File: src/rtl/uart_tx_arb.sv
// uart_tx_arb: round-robin arbiter sharing one UART transmitter among N_REQ byte producers.
// Build option UART_ARB_FIXED_PRIO_EN selects fixed lowest-index priority instead of round-robin.
module uart_tx_arb #(
   parameter int N_REQ  = 4,
   parameter int DATA_W = 8,
   localparam int ID_W  = $clog2(N_REQ)
) (
   input  logic                    clk,
   input  logic                    rst,
   input  logic [N_REQ-1:0]        req_valid,
   input  logic [N_REQ*DATA_W-1:0] req_data,
   output logic [N_REQ-1:0]        req_ready,
   output logic [DATA_W-1:0]       tx_data,
   output logic                    tx_start,
   input  logic                    tx_busy,
   output logic [ID_W-1:0]         grant_id,
   output logic                    grant_valid
);

   // state       | meaning
   // S_IDLE      | free; grant the next valid requester when the transmitter is idle
   // S_START     | tx_start strobe is high, byte is stable on tx_data
   // S_WAIT_BUSY | waiting up to BUSY_TMO cycles for the transmitter to raise tx_busy
   // S_WAIT_DONE | frame in progress, waiting for tx_busy to fall
   typedef enum logic [1:0] {S_IDLE, S_START, S_WAIT_BUSY, S_WAIT_DONE} state_t;

   localparam int BUSY_TMO = 2;

   state_t            state_q, state_d;
   logic [ID_W-1:0]   ptr_q, ptr_d;
   logic [1:0]        tmo_q, tmo_d;
   logic [DATA_W-1:0] tx_data_q, tx_data_d;
   logic              tx_start_q, tx_start_d;
   logic [ID_W-1:0]   grant_id_q, grant_id_d;
   logic              grant_valid_q, grant_valid_d;

   logic [ID_W-1:0]   search_base;
   logic [ID_W-1:0]   cand;
   logic [ID_W-1:0]   win_id;
   logic              win_found;

`ifdef UART_ARB_FIXED_PRIO_EN
   assign search_base = '0;
`else
   assign search_base = ptr_q;
`endif

   // N_REQ is a power of two, so the ID_W-bit add wraps the search modulo N_REQ.
   always_comb begin
      win_found = 1'b0;
      win_id    = '0;
      cand      = '0;
      for (int k = 0; k < N_REQ; k++) begin
         cand = search_base + ID_W'(k);
         if (!win_found && req_valid[cand]) begin
            win_found = 1'b1;
            win_id    = cand;
         end
      end
   end

   always_comb begin
      state_d       = state_q;
      ptr_d         = ptr_q;
      tmo_d         = tmo_q;
      tx_data_d     = tx_data_q;
      tx_start_d    = 1'b0;
      grant_id_d    = grant_id_q;
      grant_valid_d = grant_valid_q;
      req_ready     = '0;
      case (state_q)
         S_IDLE: begin
            if (win_found && !tx_busy && !rst) begin
               req_ready     = N_REQ'(1) << win_id;
               tx_data_d     = req_data[int'(win_id)*DATA_W +: DATA_W];
               tx_start_d    = 1'b1;
               grant_id_d    = win_id;
               grant_valid_d = 1'b1;
`ifdef UART_ARB_FIXED_PRIO_EN
               ptr_d         = '0;
`else
               ptr_d         = win_id + ID_W'(1);
`endif
               state_d       = S_START;
            end
         end
         S_START: begin
            tmo_d   = 2'(BUSY_TMO - 1);
            state_d = S_WAIT_BUSY;
         end
         S_WAIT_BUSY: begin
            if (tx_busy) begin
               state_d = S_WAIT_DONE;
            end else if (tmo_q == '0) begin
               state_d       = S_IDLE;
               grant_valid_d = 1'b0;
            end else begin
               tmo_d = tmo_q - 2'd1;
            end
         end
         S_WAIT_DONE: begin
            if (!tx_busy) begin
               state_d       = S_IDLE;
               grant_valid_d = 1'b0;
            end
         end
         default: state_d = S_IDLE;
      endcase
   end

   always_ff @(posedge clk) begin
      if (rst) begin
         state_q       <= S_IDLE;
         ptr_q         <= '0;
         tmo_q         <= '0;
         tx_data_q     <= '0;
         tx_start_q    <= 1'b0;
         grant_id_q    <= '0;
         grant_valid_q <= 1'b0;
      end else begin
         state_q       <= state_d;
         ptr_q         <= ptr_d;
         tmo_q         <= tmo_d;
         tx_data_q     <= tx_data_d;
         tx_start_q    <= tx_start_d;
         grant_id_q    <= grant_id_d;
         grant_valid_q <= grant_valid_d;
      end
   end

   assign tx_data     = tx_data_q;
   assign tx_start    = tx_start_q;
   assign grant_id    = grant_id_q;
   assign grant_valid = grant_valid_q;

endmodule

File: config.mk
export PLATFORM = sky130hd
export DESIGN_NAME = uart_tx_arb
export DESIGN_NICKNAME = d
export VERILOG_FILES = /design/src/rtl/uart_tx_arb.sv
export SDC_FILE = /design/constraint.sdc
export NUM_CORES = 1
export LEC_CHECK = 0
export ABC_AREA = 1
export BUFFER_PORTS_ARGS = -buffer_cell sky130_fd_sc_hd__buf_4
export CORE_ASPECT_RATIO = 0.7
export CORE_MARGIN = 10
export CORE_UTILIZATION = 45
export DETAILED_ROUTE_END_ITERATION = 12
export GPL_ROUTABILITY_DRIVEN = 0
export PLACE_DENSITY_LB_ADDON = 0.12
export SYNTH_ARGS = -nofsm -noshare
export SYNTH_HDL_FRONTEND = slang
export SYNTH_SLANG_ARGS = --single-unit
export TNS_END_PERCENT = 20
File: constraint.sdc
create_clock -name clk -period 2.2 [get_ports clk]
set_input_delay 0.55 -clock clk [delete_from_list [all_inputs] [get_ports clk]]
set_output_delay 0.55 -clock clk [all_outputs]
set_load 0.02 [all_outputs]
==> metrics.yaml, run 1 <==
run_status:
  status: "complete, but fails checks"
  violations: "setup timing"
timing:
  clock_skew_ns: 0.00399
  setup-tns-final_ns: -1.31
  slew_headroom: 0.741
  setup_violations: 6
  setup_slack_ns: -0.362
  fin_crit_ns: 2.56
  worst_pin_slew_ns: 0.388
  hold_ws_ns: 0.463
  finalHoldViolations: 0
  rsz0062_at_grt: "true"
  slew_viol_final: 0
  finalCritPeriodShare: 1.16
  fmax_mhz: 390
worst_setup_path:
  r2r_cells: 17
  arrival_ns: 2.01
  slowest_stage: "dfxtp_4"
  path_max_fanout: 8
  rrSetupSlack_ns: -0.01
  max_stage_delay_ns: 0.37
  timing.rr.start: "ptr_q[0]$_SDFFE_PP0P_"
  crit_type: "flop to primary output"
  end_kind: "primary output"
  reg2reg_to: "tx_data[3]$_SDFFE_PP0P_"
  startpoint_type: "flop"
  worstPathCellList: "buf_8 -> nand2_1 -> nand2_1 -> nand2_2 -> nand2_4 -> nor2_8 -> nand3_2 -> nand3_2 -> nand2_4 -> inv_4 -> ha_2 -> inv_2 -> nor2_4 -> buf_6"
  cp_data_required_time_ns: 1.65
cts:
  cts_hold_buf: 0
  tritoncts: "done"
  root_buffer: "clkbuf_8"
  numCtsBuffers: 3
  cts.htree.levels: 1
  cts.sinks: 18
  path_clk_slew_ns: 0.07
  cts.path.max_buffers: 2
  clkLatencyLatePin_ns: 0.25
synth:
  syn_inst: 242
  synth_area_leaders: "dfxtp_1 (23%), nand2_1 (22%), nand3_1 (8.8%)"
  synth_seq_cells: 18
  ys_warn_count: 0
  synth.most_common_cell: "nand2_1"
  synth_common_cells: "nand2_1 (91), nand3_1 (27), inv_1 (23), dfxtp_1 (18), nor2_1 (15)"
  synthDistinctLibCells: 23
  yosysTopAreaCell: "dfxtp_1"
  avgSynthCellArea_um2: 6.34
  yosysSeqAreaShare: 0.235
  netlist_area_um2: 1530
  synth_top_area_frac: 0.235
  async_flop_share: 0
  synth_edf_count: 0
  ys.flop_type: "dfxtp_1"
  synth_nets: 291
final_layout:
  num_antenna_cells: 0
  design_area_um2: 2470
  final_cell_count_no_fill: 369
  nets: 372
  area_growth_pct: 61.0
  drive_gt1_frac: 0.478
  fillers: 256
drt:
  firstDrtPassIters: 4
  avgViaCountPerCell: 4.82
  drc_errors: 0
  drt_wl_total_mm: 5.00
  ant_nets: 0
  first_iter_violations: 106
  vias: 1780
  wl_per_cell_um: 13.5
placement:
  place_inst: 361
  io_buffer_count: 54
  place_area_um2: 2290
  post-place-ws_ns: -0.286
  dpl.hpwl_mm: 3.98
floorplan:
  fp-row-count: 17
  fp.dieArea_um2: 6180
  core_area_um2: 3210
  io_pins: 55
  dieHeight_um: 68.9
  die_w_um: 89.8
  floorplan.initialDensity: 0.478
global_routing:
  antenna_found_initial: 0
  grtUsageTotal: 0.160
  grt_pass1_vias: 1697
  overflow: 0
  grt_pass1_wl_mm: 8.18
  grt_max_degree: 15
power:
  power_density_nw_per_um2: 1070
  p_leak_nw: 1.26
  peakVddDrop_mv: 0.996
min_path:
  hp-start: "tmo_q[1]$_SDFFE_PP0P_"
  hold_depth: 2
  hold_class: "flop to flop"
  whs_endpoint: "tmo_q[1]$_SDFFE_PP0P_"
run:
  drv_cap: 0
==> layout by cell type, fill, tap and decap left out <==
cell	synthesis	layout
a21boi_1	1	1
a21oi_1	6	6
buf_4	0	75
buf_6	3	5
buf_8	0	1
clkbuf_8	0	4
dfxtp_1	18	16
dfxtp_4	0	2
ha_1	10	7
ha_2	0	1
ha_4	0	2
inv_1	23	12
inv_12	0	1
inv_2	5	10
inv_4	1	4
inv_8	0	2
nand2_1	91	80
nand2_2	12	16
nand2_4	5	12
nand3_1	27	22
nand3_2	3	3
nand3_4	3	8
nand4_1	5	5
nor2_1	15	11
nor2_2	2	1
nor2_4	0	5
nor2_8	1	1
nor3_1	1	1
o21ai_0	7	6
o21ai_1	0	1
or2_2	1	1
==> state kept, by name, indices dropped and copies added (netlist names) <==
name and flops:
tx_data 8, grant_id 2, ptr_q 2, state_q 2
tmo_q 2, grant_valid 1, tx_start 1
==> repair_timing <==
item / 4_1_cts / 5_1_grt
pin swaps: 6 / 6
resized for setup: 17 / 8
setup buffers: 3 / 1
setup endpoints to repair: 9 / 15
endpoints found under the hold margin: 0 / 0
==> stage by stage <==
| step | total power [mW] | util |
|---|---|---|
| finish | 2.64 | 0.769 |
| detailed placement | 2.22 | 0.714 |
| global placement | 2.18 | 0.714 |
| global route | 2.87 | 0.769 |
| floorplan | 1.69 | - |
| CTS | 2.60 | 0.757 |
==> report_power, final <==
part | total [mW] | switching [mW] | internal, mW
combinational | 1.86 | 1.09 | 0.768
sequential | 0.509 | 0.0750 | 0.434
clock | 0.273 | 0.114 | 0.159
total | 2.64 | 1.28 | 1.36
==> kinds of logic after synthesis <==
family,synth area share
buf+inv,0.100
flops,0.235
simple gates,0.536
fa+ha+maj,0.0816
compound gates,0.0473
==> worst max path at each step <==
stage / startpoint / end / slack [ns] / depth (start not counted)
5_1_grt: ptr_q[0]$_SDFFE_PP0P_ / req_ready[2] / -0.44 / 14
2_1_floorplan: req_valid[2] / req_ready[1] / -0.02 / 13
6_report: ptr_q[0]$_SDFFE_PP0P_ / req_ready[2] / -0.36 / 14
4_1_cts: ptr_q[0]$_SDFFE_PP0P_ / req_ready[2] / -0.30 / 14
3_5_place_dp: req_valid[2] / req_ready[2] / -0.29 / 14
3_3_place_gp: req_valid[0] / req_ready[2] / -0.21 / 13
==> critical path: cells and delay by family (launching register included) <==
family	cells	cell delay, ns
AND/OR/NAND/NOR	9	0.83
buffers and inverters	4	0.39
flip-flops	1	0.37
adder cells (fa/ha/maj)	1	0.17
==> metal layers <==
metal | up-vias | wire length [µm] | global-route usage
met1 | 791 | 2370 | 0.209
met4 | 0 | 37 | 0.0201
li1 | 923 | - | -
met5 | - | 0 | 0
met3 | 4 | 367 | 0.0474
met2 | 62 | 2220 | 0.265
==> layout make-up <==
cell class                      count  area, µm²  area share
Timing Repair Buffer               81        634       0.257
Multi-Input combinational cell    190       1210       0.489
Tap cell                           47       58.8      0.0238
Sequential cell                    18        368       0.149
Inverter                           29        146      0.0593
Clock buffer                        4       55.1      0.0223
(Power assumes the default switching activity.)
==> inputs of run 2 (changes only) <==
--- a/config.mk
+++ b/config.mk
@@ -13,6 +13,7 @@
 export DETAILED_ROUTE_END_ITERATION = 12
 export GPL_ROUTABILITY_DRIVEN = 0
 export PLACE_DENSITY_LB_ADDON = 0.12
+export SKIP_LAST_GASP = 1
 export SYNTH_ARGS = -nofsm -noshare
 export SYNTH_HDL_FRONTEND = slang
 export SYNTH_SLANG_ARGS = --single-unit
==> run 2 against run 1 <==
  * Core utilization down 0.16 points
  * Highest routed layer unchanged
  * Worst setup slack worse by 0.00066 ns
  * Critical endpoint unchanged
  * The flow still finishes with violations (setup timing)
  * Clock-buffer cell count unchanged
==> metrics.yaml, run 2 (synthesized netlist as in run 1, its figures left out) <==
worst_setup_path:
  crit_type: "flop to primary output"
  max_stage_delay_ns: 0.37  # about the same
  slowest_stage: "dfxtp_4"
  path_max_fanout: 8  # unchanged
  arrival_ns: 2.01  # about the same
  end_kind: "primary output"
  worstPathCellList: "buf_8 -> nand2_1 -> nand2_1 -> nand2_2 -> nand2_4 -> nor2_8 -> nand3_2 -> nand3_2 -> nand2_4 -> inv_4 -> ha_2 -> inv_2 -> nor2_4 -> buf_6"
  rrSetupSlack_ns: 0  # about the same
  cp_data_required_time_ns: 1.65  # about the same
  startpoint_type: "flop"
timing:
  worst_pin_slew_ns: 0.386  # -0.00196 ns
  rsz0062_at_grt: "true"
  fmax_mhz: 390  # about the same
  slew_viol_final: 0  # unchanged
  slew_headroom: 0.742  # +0.00131
  finalHoldViolations: 0  # unchanged
  finalCritPeriodShare: 1.16  # about the same
  clock_skew_ns: 0.00386  # -0.000130 ns
  fin_crit_ns: 2.56  # +0.000663 ns
  setup_violations: 5  # -1
  setup_slack_ns: -0.362  # -0.000663 ns
global_routing:
  grtUsageTotal: 0.160  # unchanged
  overflow: 0  # unchanged
  antenna_found_initial: 0  # unchanged
  grt_pass1_wl_mm: 8.18  # unchanged
  grt_pass1_vias: 1697  # unchanged
  grt_max_degree: 15  # unchanged
cts:
  root_buffer: "clkbuf_8"
  path_clk_slew_ns: 0.07  # about the same
  numCtsBuffers: 3  # unchanged
  cts_hold_buf: 0  # unchanged
  tritoncts: "done"
  cts.sinks: 18  # unchanged
  cts.path.max_buffers: 2  # unchanged
  cts.htree.levels: 1  # unchanged
  clkLatencyLatePin_ns: 0.25  # about the same
drt:
  firstDrtPassIters: 4  # unchanged
  wl_per_cell_um: 13.5  # about the same
  vias: 1775  # -0.28%
  drc_errors: 0  # unchanged
  drt_wl_total_mm: 5.00  # about the same
  avgViaCountPerCell: 4.81  # -0.28%
  first_iter_violations: 103  # -2.8%
  ant_nets: 0  # unchanged
final_layout:
  largest_register_ffs: 8  # unchanged
  drive_gt1_frac: 0.478  # unchanged
  nets: 372  # unchanged
  layout.cells.most_common: "nand2_1"
  design_area_um2: 2460  # -0.20%
  area_growth_pct: 60.7
  final_cell_mix: "nand2_1 (80), buf_4 (75), nand3_1 (22)"
  num_antenna_cells: 0  # unchanged
run:
  drv_cap: 0  # unchanged
floorplan:
  io_pins: 55  # unchanged
  fp.dieArea_um2: 6180  # unchanged
  fp-row-count: 17  # unchanged
  dieHeight_um: 68.9  # unchanged
  core_area_um2: 3210  # unchanged
  die_w_um: 89.8  # unchanged
  floorplan.initialDensity: 0.478  # unchanged
power:
  p_sw_mw: 1.27  # -0.46%
  power.internal_mw: 1.36  # about the same
  power_density_nw_per_um2: 1070  # about the same
  power_mw: 2.63  # -0.26%
  p_comb_frac: 0.703  # about the same
  sequentialPowerShare: 0.193  # about the same
  p_leak_nw: 1.26  # about the same
  power.share.clock: 0.104  # about the same
  peakVddDrop_mv: 0.996  # about the same
  netSwitchingFraction: 0.483  # -0.00101
placement:
  post-place-ws_ns: -0.286  # unchanged
  place_area_um2: 2290  # unchanged
  dpl.hpwl_mm: 3.98  # unchanged
  io_buffer_count: 54  # unchanged
min_path:
  hold_class: "flop to flop"
run_status:
  status: "complete, but fails checks"
  violations: "setup timing"
run 2: changes by cell type in the layout (fill, tap and decap cells not counted):
cell    before  now
nor2_4       5    4
nor2_2       1    2
run 2: stage by stage:
| stage | cells | setup TNS [ns] | utilization | hold WS, ns |
|---|---|---|---|---|
| 2_1_floorplan | 242 | -0.0503 | - | 0.433 |
| 3_3_place_gp | 361 | -1.66 | 0.714 | 0.449 |
| 3_5_place_dp | 361 | -2.46 | 0.714 | 0.452 |
| 4_1_cts | 368 | -1.20 | 0.757 | 0.462 |
| 5_1_grt | 369 | -2.35 | 0.767 | 0.496 |
| 6_report | 369 | -1.30 | 0.767 | 0.463 |
run 2: power groups by stage:
stage / clock network [mW] / registers (mW) / logic (mW)
floorplan: 0 / 0.587 / 1.10
global placement: 0 / 0.505 / 1.67
detailed placement: 0 / 0.508 / 1.72
CTS: 0.278 / 0.505 / 1.82
global route: 0.295 / 0.519 / 2.05
finish: 0.273 / 0.509 / 1.85
run 2: final timing paths:
check | start | to | cells after the start
max | ptr_q[0]$_SDFFE_PP0P_ | req_ready[2] | 14
min | tmo_q[1]$_SDFFE_PP0P_ | tmo_q[1]$_SDFFE_PP0P_ | 2
max reg2reg | ptr_q[0]$_SDFFE_PP0P_ | tx_data[3]$_SDFFE_PP0P_ | 17
min reg2reg | tmo_q[1]$_SDFFE_PP0P_ | tmo_q[1]$_SDFFE_PP0P_ | 2
run 2: repair_timing:
| item | CTS | global route |
|---|---|---|
| pin swaps | 6 | 6 |
| gates cloned | 0 | 0 |
| buffers inserted | 3 | 1 |
| endpoints found under the setup margin | 9 | 15 |
| gates resized for setup | 17 | 7 |
run 2: worst max-delay path, delay by kind of cell, from the launching register on:
kind          cells  cell delay [ns]
fa+ha+maj         1             0.17
buf+inv           4             0.39
simple gates      9             0.83
flops             1             0.37
run 2: layout make-up:
class                      count  area [µm²]
multi-input combinational    190        1200
fill                         257         747
timing repair buffer          81         634
sequential                    18         368
inverter                      29         146
tap                           47        58.8
clock buffer                   4        55.1
run 2: layer usage:
metal / vias up / routed length [µm] / share of wire / GRT usage
met3: 4 / 373 / 0.075 / 0.0474
met4: 0 / 37 / 0.0074 / 0.0201
met1: 789 / 2390 / 0.48 / 0.209
met2: 60 / 2200 / 0.44 / 0.265
met5: - / 0 / 0 / 0
li1: 922 / - / - / -
==> inputs of run 3 (changes only) <==
--- a/config.mk
+++ b/config.mk
@@ -9,7 +9,7 @@
 export BUFFER_PORTS_ARGS = -buffer_cell sky130_fd_sc_hd__buf_4
 export CORE_ASPECT_RATIO = 0.7
 export CORE_MARGIN = 10
-export CORE_UTILIZATION = 45
+export CORE_UTILIZATION = 54
 export DETAILED_ROUTE_END_ITERATION = 12
 export GPL_ROUTABILITY_DRIVEN = 0
 export PLACE_DENSITY_LB_ADDON = 0.12
==> constraint.sdc (replaced) <==
create_clock -name clk -period 3.2 [get_ports clk]
set_input_delay 0.8 -clock clk [delete_from_list [all_inputs] [get_ports clk]]
set_output_delay 0.8 -clock clk [all_outputs]
set_load 0.02 [all_outputs]
==> run 3 against run 2 <==
  * Die area decreased by 13%
  * Clock skew grew 0.0019 ns
  * Global-route usage decreased by 1.2 points
  * Via count is 6.9% lower
  * Clock-buffer cell count unchanged
  * Non-clock buffer count is 18 lower
  * Hold slack lost 0.0017 ns
  * Critical path depth unchanged
  * Wire length decreased by 16%
  * Combinational power is 45% lower
  * First-iteration DRC count is 23% lower
  * The flow now finishes without violations
  * Critical path type is now input port to primary output
  * Core utilization decreased by 1.9 points
==> metrics.yaml, run 3 (synthesized netlist as in run 1, its figures left out) <==
run_status:
  status: "finished, final reports clean"
worst_setup_path:
  crit_type: "input port to primary output"
  path_max_fanout: 10  # +2
  rrSetupSlack_ns: 1.14  # +1.14 ns
  startpoint_type: "input port"
  cp_data_required_time_ns: 2.40  # +0.75 ns
  arrival_ns: 2.22  # +0.21 ns
  end_kind: "primary output"
cts:
  numCtsBuffers: 3  # unchanged
  clkLatencyLatePin_ns: 0.26  # about the same
  path_clk_slew_ns: 0.07  # about the same
  cts.htree.levels: 1  # unchanged
  cts_hold_buf: 0  # unchanged
  cts.sinks: 18  # unchanged
  root_buffer: "clkbuf_8"
  cts.path.max_buffers: 2  # unchanged
  tritoncts: "done"
floorplan:
  fp.dieArea_um2: 5410  # -13%
  dieHeight_um: 64.6  # -6.2%
  floorplan.initialDensity: 0.555  # +0.0777
  core_area_um2: 2760  # -14%
  io_pins: 55  # unchanged
  die_w_um: 83.7  # -6.8%
  fp-row-count: 16  # -1
placement:
  dpl.hpwl_mm: 3.33  # -16%
  io_buffer_count: 54  # unchanged
final_layout:
  layout.cells.most_common: "nand2_1"
  num_antenna_cells: 0  # unchanged
  final_cell_mix: "nand2_1 (91), buf_4 (63), nand3_1 (27)"
  nets: 354  # -4.8%
  largest_register_ffs: 8  # unchanged
  drive_gt1_frac: 0.329  # -0.149
  area_growth_pct: 34.7
drt:
  drc_errors: 0  # unchanged
  ant_nets: 0  # unchanged
  wl_per_cell_um: 12.3  # -9.0%
  firstDrtPassIters: 4  # unchanged
  first_iter_violations: 79  # -23%
  vias: 1652  # -6.9%
  avgViaCountPerCell: 4.86  # +1.0%
  drt_wl_total_mm: 4.19  # -16%
run:
  drv_cap: 0  # unchanged
power:
  power.share.clock: 0.124  # +0.020
  p_leak_nw: 1.13  # -10%
  power.internal_mw: 0.810  # -40%
  netSwitchingFraction: 0.479  # -0.00453
  peakVddDrop_mv: 0.423  # -58%
  p_sw_mw: 0.744  # -41%
  power_density_nw_per_um2: 752  # -30%
  sequentialPowerShare: 0.221  # +0.028
  p_comb_frac: 0.655  # -0.048
timing:
  setup_violations: 0  # -5
  slew_headroom: 0.745  # +0.00328
  fin_crit_ns: 3.02
  worst_pin_slew_ns: 0.381  # -0.00492 ns
  rsz0062_at_grt: "false"
  finalCritPeriodShare: 0.945
  hold_ws_ns: 0.461  # -0.00174 ns
  slew_viol_final: 0  # unchanged
  clock_skew_ns: 0.00576  # +0.00190 ns
  setup-tns-final_ns: 0  # +1.30 ns
  fmax_mhz: 331
  finalHoldViolations: 0  # unchanged
global_routing:
  antenna_found_initial: 0  # unchanged
  overflow: 0  # unchanged
  grt_pass1_vias: 1523  # -10%
  grt_max_degree: 19  # +4
  grt_pass1_wl_mm: 6.88  # -16%
  grtUsageTotal: 0.148  # -0.0124
min_path:
  hold_class: "flop to flop"
run 3: changes by cell type in the layout (fill, tap and decap cells not counted), sizes merged:
cell  change
buf      -18
run 3: per-layer routing:
layer	track usage	wire length [µm]	up-vias
li1	-	-	885
met1	0.191	2050	729
met2	0.228	1870	33
met3	0.0437	218	5
met4	0.0542	47	0
met5	0	0	-
run 3: repair_timing:
action	CTS	global route
setup endpoints to repair	0	1
hold endpoints to repair	0	0
gates resized for setup	0	1
setup buffers	0	3
run 3: worst paths after layout:
path / from / to / cells past startpoint
hold / removal: tmo_q[1]$_SDFFE_PP0P_ / tmo_q[1]$_SDFFE_PP0P_ / 2
setup / recovery: req_valid[3] / req_ready[3] / 14
setup reg to reg: ptr_q[0]$_SDFFE_PP0P_ / tx_data[1]$_SDFFE_PP0P_ / 16
hold reg to reg: tmo_q[1]$_SDFFE_PP0P_ / tmo_q[1]$_SDFFE_PP0P_ / 2
run 3: power groups by stage:
stage / Clock, mW / Sequential [mW] / Combinational, mW
after global placement: 0 / 0.344 / 0.960
final: 0.193 / 0.343 / 1.02
after global routing: 0.206 / 0.349 / 1.14
after detailed placement: 0 / 0.347 / 0.976
after CTS: 0.196 / 0.342 / 0.981
after floorplan: 0 / 0.402 / 0.643
run 3: final cells by class:
class | instances | area [µm²]
clock buffer | 4 | 55.1
fill | 229 | 696
inverter | 29 | 114
multi-input combinational | 190 | 1020
sequential | 18 | 360
tap | 36 | 45.0
timing repair buffer | 63 | 473
run 3: critical path: stages:
cell	delay [ns]
buf_4	0.11
inv_1	0.08
nand2_2	0.06
nand3_1	0.10
nand2_1	0.07
nand2_1	0.11
nand2_1	0.10
nand2_4	0.10
nand3_4	0.16
inv_6	0.12
ha_1	0.14
inv_1	0.03
nor2_1	0.09
buf_4	0.15
run 3: metrics by stage:
step                      power [mW]  instance area (µm²)  utilization  std cells  setup WS [ns]
after floorplan                 1.04                 1530            -        242          0.262
after global placement          1.30                 1990        0.719        333          0.229
after detailed placement        1.32                 1990        0.719        333          0.181
after CTS                       1.52                 2040        0.739        337          0.175
after global routing            1.70                 2070        0.748        340         0.0132
final                           1.55                 2070        0.748        340          0.176
